[src/rtl/fetch_aligner.sv]
// Fetch aligner: pulls word-aligned 32-bit words from instruction memory and
// realigns the mixed 16/32-bit instruction stream into one raw instruction per
// decode handshake, with its PC and a compressed flag.
//
// Ports:
//   clk_i, rst_ni          clock, asynchronous active-low reset
//   redirect_i/_pc_i       flush the buffer and restart fetch at a halfword PC
//   imem_req_o/_addr_o     word fetch request and word address
//   imem_ack_i/_rdata_i    request accepted; read data valid in the same cycle
//   instr_o/_pc_o          raw instruction ({16'b0, half} when compressed) and PC
//   instr_compressed_o     instruction is 16-bit
//   instr_valid_o/ready_i  decode handshake
module fetch_aligner #(
  parameter logic [31:0] RESET_PC = 32'h0000_0000
) (
  input  logic        clk_i,
  input  logic        rst_ni,
  input  logic        redirect_i,
  input  logic [31:0] redirect_pc_i,
  output logic        imem_req_o,
  output logic [31:0] imem_addr_o,
  input  logic        imem_ack_i,
  input  logic [31:0] imem_rdata_i,
  output logic [31:0] instr_o,
  output logic [31:0] instr_pc_o,
  output logic        instr_compressed_o,
  output logic        instr_valid_o,
  input  logic        instr_ready_i
);

  localparam int unsigned HalfW = 16;
  localparam int unsigned CntW  = 2;

  localparam logic [31:0] HalfMask = 32'hFFFF_FFFE;
  localparam logic [31:0] WordMask = 32'hFFFF_FFFC;

  // Three-entry halfword buffer, h0 is the oldest halfword.
  logic [HalfW-1:0] h0Q, h1Q, h2Q;
  logic [HalfW-1:0] h0D, h1D, h2D;
  logic [CntW-1:0]  cntQ, cntD;
  logic [31:0]      pcQ, pcD;
  logic [31:0]      fetchAddrQ, fetchAddrD;
  logic             skipQ, skipD;

  logic             compressedC;
  logic             availC;
  logic             fireC;
  logic             pushEnC;
  logic [CntW-1:0]  popCntC;
  logic [CntW-1:0]  pushCntC;
  logic [CntW-1:0]  remainC;
  logic [HalfW-1:0] pushLoC, pushHiC;
  logic [HalfW-1:0] sh0C, sh1C, sh2C;

  // Handshake and output view of the buffer head.
  always_comb begin
    compressedC        = (h0Q[1:0] != 2'b11);
    availC             = ((cntQ >= 2'd1) && compressedC) || (cntQ >= 2'd2);
    instr_valid_o      = availC & ~redirect_i;
    instr_o            = compressedC ? {16'b0, h0Q} : {h1Q, h0Q};
    instr_pc_o         = pcQ;
    instr_compressed_o = compressedC;
    imem_req_o         = (cntQ <= 2'd1);
    imem_addr_o        = fetchAddrQ;
  end

  // Next-state: pop from the head, then append fetched halves behind what is left.
  always_comb begin
    fireC    = instr_valid_o & instr_ready_i;
    pushEnC  = imem_req_o & imem_ack_i & ~redirect_i;
    popCntC  = fireC ? (compressedC ? 2'd1 : 2'd2) : 2'd0;
    pushCntC = pushEnC ? (skipQ ? 2'd1 : 2'd2) : 2'd0;
    remainC  = cntQ - popCntC;

    // A halfword-aligned target skips the low half of its first word.
    pushLoC  = skipQ ? imem_rdata_i[31:16] : imem_rdata_i[15:0];
    pushHiC  = imem_rdata_i[31:16];

    sh0C = h0Q;
    sh1C = h1Q;
    sh2C = h2Q;
    case (popCntC)
      2'd1: begin
        sh0C = h1Q;
        sh1C = h2Q;
        sh2C = '0;
      end
      2'd2: begin
        sh0C = h2Q;
        sh1C = '0;
        sh2C = '0;
      end
      default: ;
    endcase

    h0D = sh0C;
    h1D = sh1C;
    h2D = sh2C;
    // Pushes only happen when count <= 1, so at most one halfword remains.
    if (pushEnC) begin
      case (remainC)
        2'd0: begin
          h0D = pushLoC;
          if (pushCntC == 2'd2) h1D = pushHiC;
        end
        2'd1: begin
          h1D = pushLoC;
          if (pushCntC == 2'd2) h2D = pushHiC;
        end
        default: ;
      endcase
    end

    cntD       = remainC + pushCntC;
    pcD        = pcQ;
    fetchAddrD = fetchAddrQ;
    skipD      = skipQ;

    if (fireC) pcD = pcQ + (compressedC ? 32'd2 : 32'd4);
    if (pushEnC) begin
      fetchAddrD = fetchAddrQ + 32'd4;
      skipD      = 1'b0;
    end

    // Redirect wins over same-cycle ack and consume.
    if (redirect_i) begin
      cntD       = '0;
      pcD        = redirect_pc_i & HalfMask;
      fetchAddrD = redirect_pc_i & WordMask;
      skipD      = redirect_pc_i[1];
    end
  end

  // State registers.
  always_ff @(posedge clk_i or negedge rst_ni) begin
    if (!rst_ni) begin
      h0Q        <= '0;
      h1Q        <= '0;
      h2Q        <= '0;
      cntQ       <= '0;
      pcQ        <= RESET_PC & HalfMask;
      fetchAddrQ <= RESET_PC & WordMask;
      skipQ      <= RESET_PC[1];
    end else begin
      h0Q        <= h0D;
      h1Q        <= h1D;
      h2Q        <= h2D;
      cntQ       <= cntD;
      pcQ        <= pcD;
      fetchAddrQ <= fetchAddrD;
      skipQ      <= skipD;
    end
  end

endmodule
[config.mk]
export PLATFORM = sky130hd
export DESIGN_NAME = fetch_aligner
export DESIGN_NICKNAME = d
export VERILOG_FILES = /design/src/rtl/fetch_aligner.sv
export SDC_FILE = /design/constraint.sdc
export NUM_CORES = 1
export LEC_CHECK = 0
export CAP_MARGIN = 20
export CORE_MARGIN = 5
export CORE_UTILIZATION = 45
export CTS_CLUSTER_DIAMETER = 200
export CTS_CLUSTER_SIZE = 25
export DETAILED_ROUTE_END_ITERATION = 12
export GPL_TIMING_DRIVEN = 0
export PLACE_DENSITY = 0.7
export SYNTH_ARGS = -nofsm -noshare
export SYNTH_HDL_FRONTEND = slang
export SYNTH_SLANG_ARGS = --single-unit
[constraint.sdc]
create_clock -name clk_i -period 3.7 [get_ports clk_i]
set_input_delay 0.37 -clock clk_i [delete_from_list [all_inputs] [get_ports clk_i]]
set_output_delay 0.37 -clock clk_i [all_outputs]
set_load 0.02 [all_outputs]
==> Implementation_results.wiki <==
{| class="wikitable"
! Metric !! Value
|-
| Status || complete, no violations
|-
| Required time at the worst-slack endpoint || 3920 ps
|-
| Register-to-Register Path Depth || 12
|-
| Number of remaining DRC errors || 0
|-
| Floorplan core area || 14,420 sq um
|-
| Top cell type's share of synthesized area || 42.79%
|-
| Worst slew margin relative to its limit || 39.81%
|-
| Most frequent cells in the layout || 161 x sky130_fd_sc_hd__clkdlybuf4s50_1, 116 x sky130_fd_sc_hd__nand2_1, 112 x sky130_fd_sc_hd__dfrtp_1
|-
| Sequential group share of total power || 36.6%
|-
| Antenna violations before repair || 0
|-
| Sequential element share of the synthesized area || 42.79%
|-
| Leak pwr || 3.578 nW
|-
| Clock period minus final worst setup slack || 3403 ps
|-
| Most common library cell in the layout ignoring fill and taps || sky130_fd_sc_hd__clkdlybuf4s50_1
|-
| Via count || 6,418
|-
| Clock root buffer master || sky130_fd_sc_hd__clkbuf_16
|-
| Setup fix buffers added after clock tree synthesis || 0
|-
| IR Drop Worst-Case VDD || 381.0 uV
|-
| Overall routing resource usage || 26.01%
|-
| Netlist cell types || 59
|-
| Count of pins over their slew limit || 0
|-
| Worst-path fanout max || 10
|-
| Worst-case clock buffer depth || 2
|-
| Final Hold Violating Endpoints || 0
|-
| Setup TNS || 0 ps
|-
| DP HPWL || 16.14 mm
|-
| Net switching power of the design || 0.001957 W
|-
| Critical path's largest stage delay || 550 ps
|-
| Aggregate routed wire length || 22.09 mm
|-
| Fraction of final layout cells with drive strength greater than 1 || 7.183%
|-
| CTS tree || yes
|-
| Number of nets in the finished design || 962
|-
| Fraction of power consumed by combinational cells || 44.4%
|-
| Clk_lat worst skew || 360 ps
|-
| Capture instance of the worst register-to-register path || cntQ[1]$_DFF_PN0_
|-
| Type of element capturing the critical path || register
|-
| Remaining number of nets flagged by the antenna check after routing || 0
|-
| Total instance count after detailed placement || 1,060
|-
| Switch share || 40.16%
|-
| Effective utilization at floorplan || 45.41%
|-
| Worst setup slack after layout || 297.5 ps
|-
| Mean Syn Cell Area || 9.212 sq um
|-
| Pint || 0.002916 W
|-
| Critical path class || reg -> reg
|-
| Cell taking the most area after synthesis || sky130_fd_sc_hd__dfrtp_1
|-
| CTS sink cnt || 112
|-
| Clock-pin slew reported for the worst setup and hold paths after clock tree synthesis || 70 ps
|-
| Routed via count divided by cell count || 5.970
|-
| Power per cell area || 559.1 nW/um^2
|-
| Worst-case register-to-register setup slack || 300 ps
|-
| Detailed router's first-iteration violation count || 668
|-
| Synth area leaders || sky130_fd_sc_hd__dfrtp_1 43%, sky130_fd_sc_hd__nand2_1 6.6%, sky130_fd_sc_hd__o21ai_0 4.7%, sky130_fd_sc_hd__mux2i_1 4.6%, sky130_fd_sc_hd__mux2_2 3.8%
|-
| Number of violations of the max-capacitance limit || 0
|-
| Number of enable flip-flop cells after synthesis || 0
|-
| Flops & latches, synth || 112
|-
| Number of standard cells after synthesis || 711
|-
| Count of warnings emitted by yosys || 0
|-
| Layout overhead on the synthesized area || 33.07%
|-
| RSZ-0062 raised after global routing || no
|-
| Cell Chain, Critical Path || and2_1 -> clkbuf_1 -> a211oi_2 -> ha_1 -> clkbuf_2 -> buf_2 -> inv_1 -> ha_1 -> xor2_1 -> xnor2_1 -> xnor2_1 -> nor2_1
|-
| Htree depth || 3
|-
| Die Ht || 130.6 microns
|-
| Pre-CTS WS || -306.5 ps
|-
| Fill count || 1,230
|-
| Horiz. Die Dim || 130.6 microns
|-
| Number of endpoints failing setup at the final stage || 0
|-
| Proportion of register bits with asynchronous set or reset after synthesis || 100.0%
|-
| Critical path data arrival time || 3620 ps
|-
| Proportion of power drawn by the clock network || 19.0%
|-
| Detailed-router iteration count before antenna repair || 5
|-
| Post-Route Utilization || 60.43%
|-
| Number of diodes || 0
|-
| Clock Skews || 11.19 ps
|-
| Cell with the largest stage delay on the worst path || sky130_fd_sc_hd__a211oi_2
|-
| Transition time of the tightest slew-check pin || 902.8 ps
|-
| Beginning of the worst register-to-register path || h0Q[0]$_DFF_PN0_
|-
| Area of the mapped netlist || 6550 sq um
|-
| Number of I/O port buffers || 162
|-
| Average routed wire per standard cell || 20.55 microns
|-
| I/O pin count || 168
|-
| Largest net degree at the start of global routing || 73
|-
| Critical Path Source Type || register
|-
| Maximum clock rate || 0.2939 GHz
|-
| # rows || 44
|-
| Remaining Overflow, GRT || 0
|-
| Post-route non-filler standard cell count || 1,075
|-
| First-pass GRT wire length || 34.61 mm
|-
| GPL Wtd Cong || 0.8380
|-
| Via count of the first global-routing pass || 6,449
|-
| Synth Flop Type || sky130_fd_sc_hd__dfrtp_1
|-
| Overall Power || 0.004873 W
|-
| Hold Crit Class || in -> async
|-
| Clock buffer count from CTS || 9
|-
| Die area || 17,070 sq um
|-
| Final cycle utilization of the critical path || 91.96%
|}
[critical path, delay by kind of cell, from the launching register on]
| kind | cells | cell delay (ps) |
|---|---|---|
| buffers and inverters | 4 | 1050 |
| adder cells (fa/ha/maj) | 2 | 500 |
| AO/OA/AOI/OAI | 1 | 550 |
| AND/OR/NAND/NOR | 2 | 240 |
| XOR/XNOR | 3 | 480 |
| flip-flops | 1 | 440 |
[synthesized netlist by cell type (2+ instances only)]
cell type                  number
sky130_fd_sc_hd__nand2_1      116
sky130_fd_sc_hd__dfrtp_1      112
sky130_fd_sc_hd__o21ai_0       62
sky130_fd_sc_hd__nand3_1       37
sky130_fd_sc_hd__clkbuf_1      32
sky130_fd_sc_hd__mux2i_1       30
sky130_fd_sc_hd__xnor2_1       26
sky130_fd_sc_hd__and3_1        24
sky130_fd_sc_hd__inv_1         23
sky130_fd_sc_hd__mux2_2        22
sky130_fd_sc_hd__nor2_1        22
sky130_fd_sc_hd__o211ai_1      22
sky130_fd_sc_hd__xor2_1        22
sky130_fd_sc_hd__nand4_1       17
sky130_fd_sc_hd__a21oi_1       12
sky130_fd_sc_hd__a222oi_1      11
sky130_fd_sc_hd__and2_1        10
sky130_fd_sc_hd__o311ai_0       9
sky130_fd_sc_hd__nor4_1         8
sky130_fd_sc_hd__nor2b_1        7
sky130_fd_sc_hd__and4_1         6
sky130_fd_sc_hd__a22oi_1        5
sky130_fd_sc_hd__buf_2          5
sky130_fd_sc_hd__buf_4          5
sky130_fd_sc_hd__ha_1           5
sky130_fd_sc_hd__nor3_1         5
sky130_fd_sc_hd__a311o_1        4
sky130_fd_sc_hd__buf_1          4
sky130_fd_sc_hd__a211oi_1       3
sky130_fd_sc_hd__a21o_1         3
sky130_fd_sc_hd__a31oi_1        3
sky130_fd_sc_hd__nand2b_1       3
sky130_fd_sc_hd__nor4_4         3
sky130_fd_sc_hd__o21ai_1        3
sky130_fd_sc_hd__or3_1          3
sky130_fd_sc_hd__a221o_1        2
sky130_fd_sc_hd__a31o_2         2
sky130_fd_sc_hd__or2_2          2
[area by class of cell]
class                   instances  area [sq um]  area share (%)
clock inverters                 3         18.77          0.2153
flip-flops and latches        112          2803           32.16
clock buffers                  12         246.5           2.828
plain buffers                  45         195.2           2.239
repair buffers                164          1660           19.05
multi-input cells             531          3472           39.84
well taps                     184         230.2           2.641
inverters                      24         90.09           1.034
[power groups by stage]
stage / combinational (W) / clock (W) / sequential (W)
final: 0.00216 / 0.000925 / 0.00179
after global routing: 0.00232 / 0.000967 / 0.00183
after CTS: 0.00216 / 0.000935 / 0.00178
after detailed placement: 0.00214 / 0 / 0.00179
after floorplan: 0.00102 / 0 / 0.00192
after global placement: 0.00211 / 0 / 0.00178
[routing by layer]
layer | up-vias | global-route usage [%] | share of wire, %
li1 | 2912 | - | -
met2 | 334 | 43.77 | 48
met4 | 0 | 10.04 | 2.4
met5 | - | 0 | 0
met3 | 43 | 4.390 | 8.2
met1 | 3129 | 33.64 | 41
[logic make-up (layout without fill, tap and decap cells)]
family | after synthesis | in the layout | share of synthesized area (%)
AOI/OAI and AO/OA | 149 | 149 | 15.03
xor gates and xnor gates | 48 | 48 | 6.418
adders and majority gates | 6 | 6 | 1.261
buffers and inverters | 70 | 248 | 4.393
DFF | 112 | 112 | 42.79
muxes | 52 | 52 | 8.367
other | 1 | 3 | 0.05725
and+or+nand+nor | 273 | 273 | 21.68
[flip-flops by register name, indices dropped and copies added, names as in the netlist]
name,flops
imem_addr_o,30
skipQ,1
h1Q,16
cntQ,2
instr_pc_o,31
h2Q,16
h0Q,16
[how the worst max path moves through the flow]
stage | from | end | slack (ps)
after floorplan | h0Q[0]$_DFF_PN0_ | cntQ[1]$_DFF_PN0_ | 570
after global placement | rst_ni | h1Q[15]$_DFF_PN0_ | -2180
after detailed placement | instr_ready_i | cntQ[1]$_DFF_PN0_ | -310
after CTS | h0Q[0]$_DFF_PN0_ | cntQ[1]$_DFF_PN0_ | 40
after global routing | h0Q[0]$_DFF_PN0_ | cntQ[1]$_DFF_PN0_ | 100
final | h0Q[0]$_DFF_PN0_ | cntQ[1]$_DFF_PN0_ | 300
[per-stage QoR]
stage	hold WS [ps]	cell area, sq um
2_1_floorplan	74.41	6558
3_5_place_dp	312.7	8438
6_report	504.5	8716
3_3_place_gp	490.3	8409
4_1_cts	513.5	8718
5_1_grt	563.5	8716
[what timing repair did]
action,4_1_cts,5_1_grt
gates resized for setup,1,1
hold endpoints to repair,40,0
setup endpoints to repair,7,3
hold buffers,1,0
Note: power is estimated with default switching activity, not from simulation.
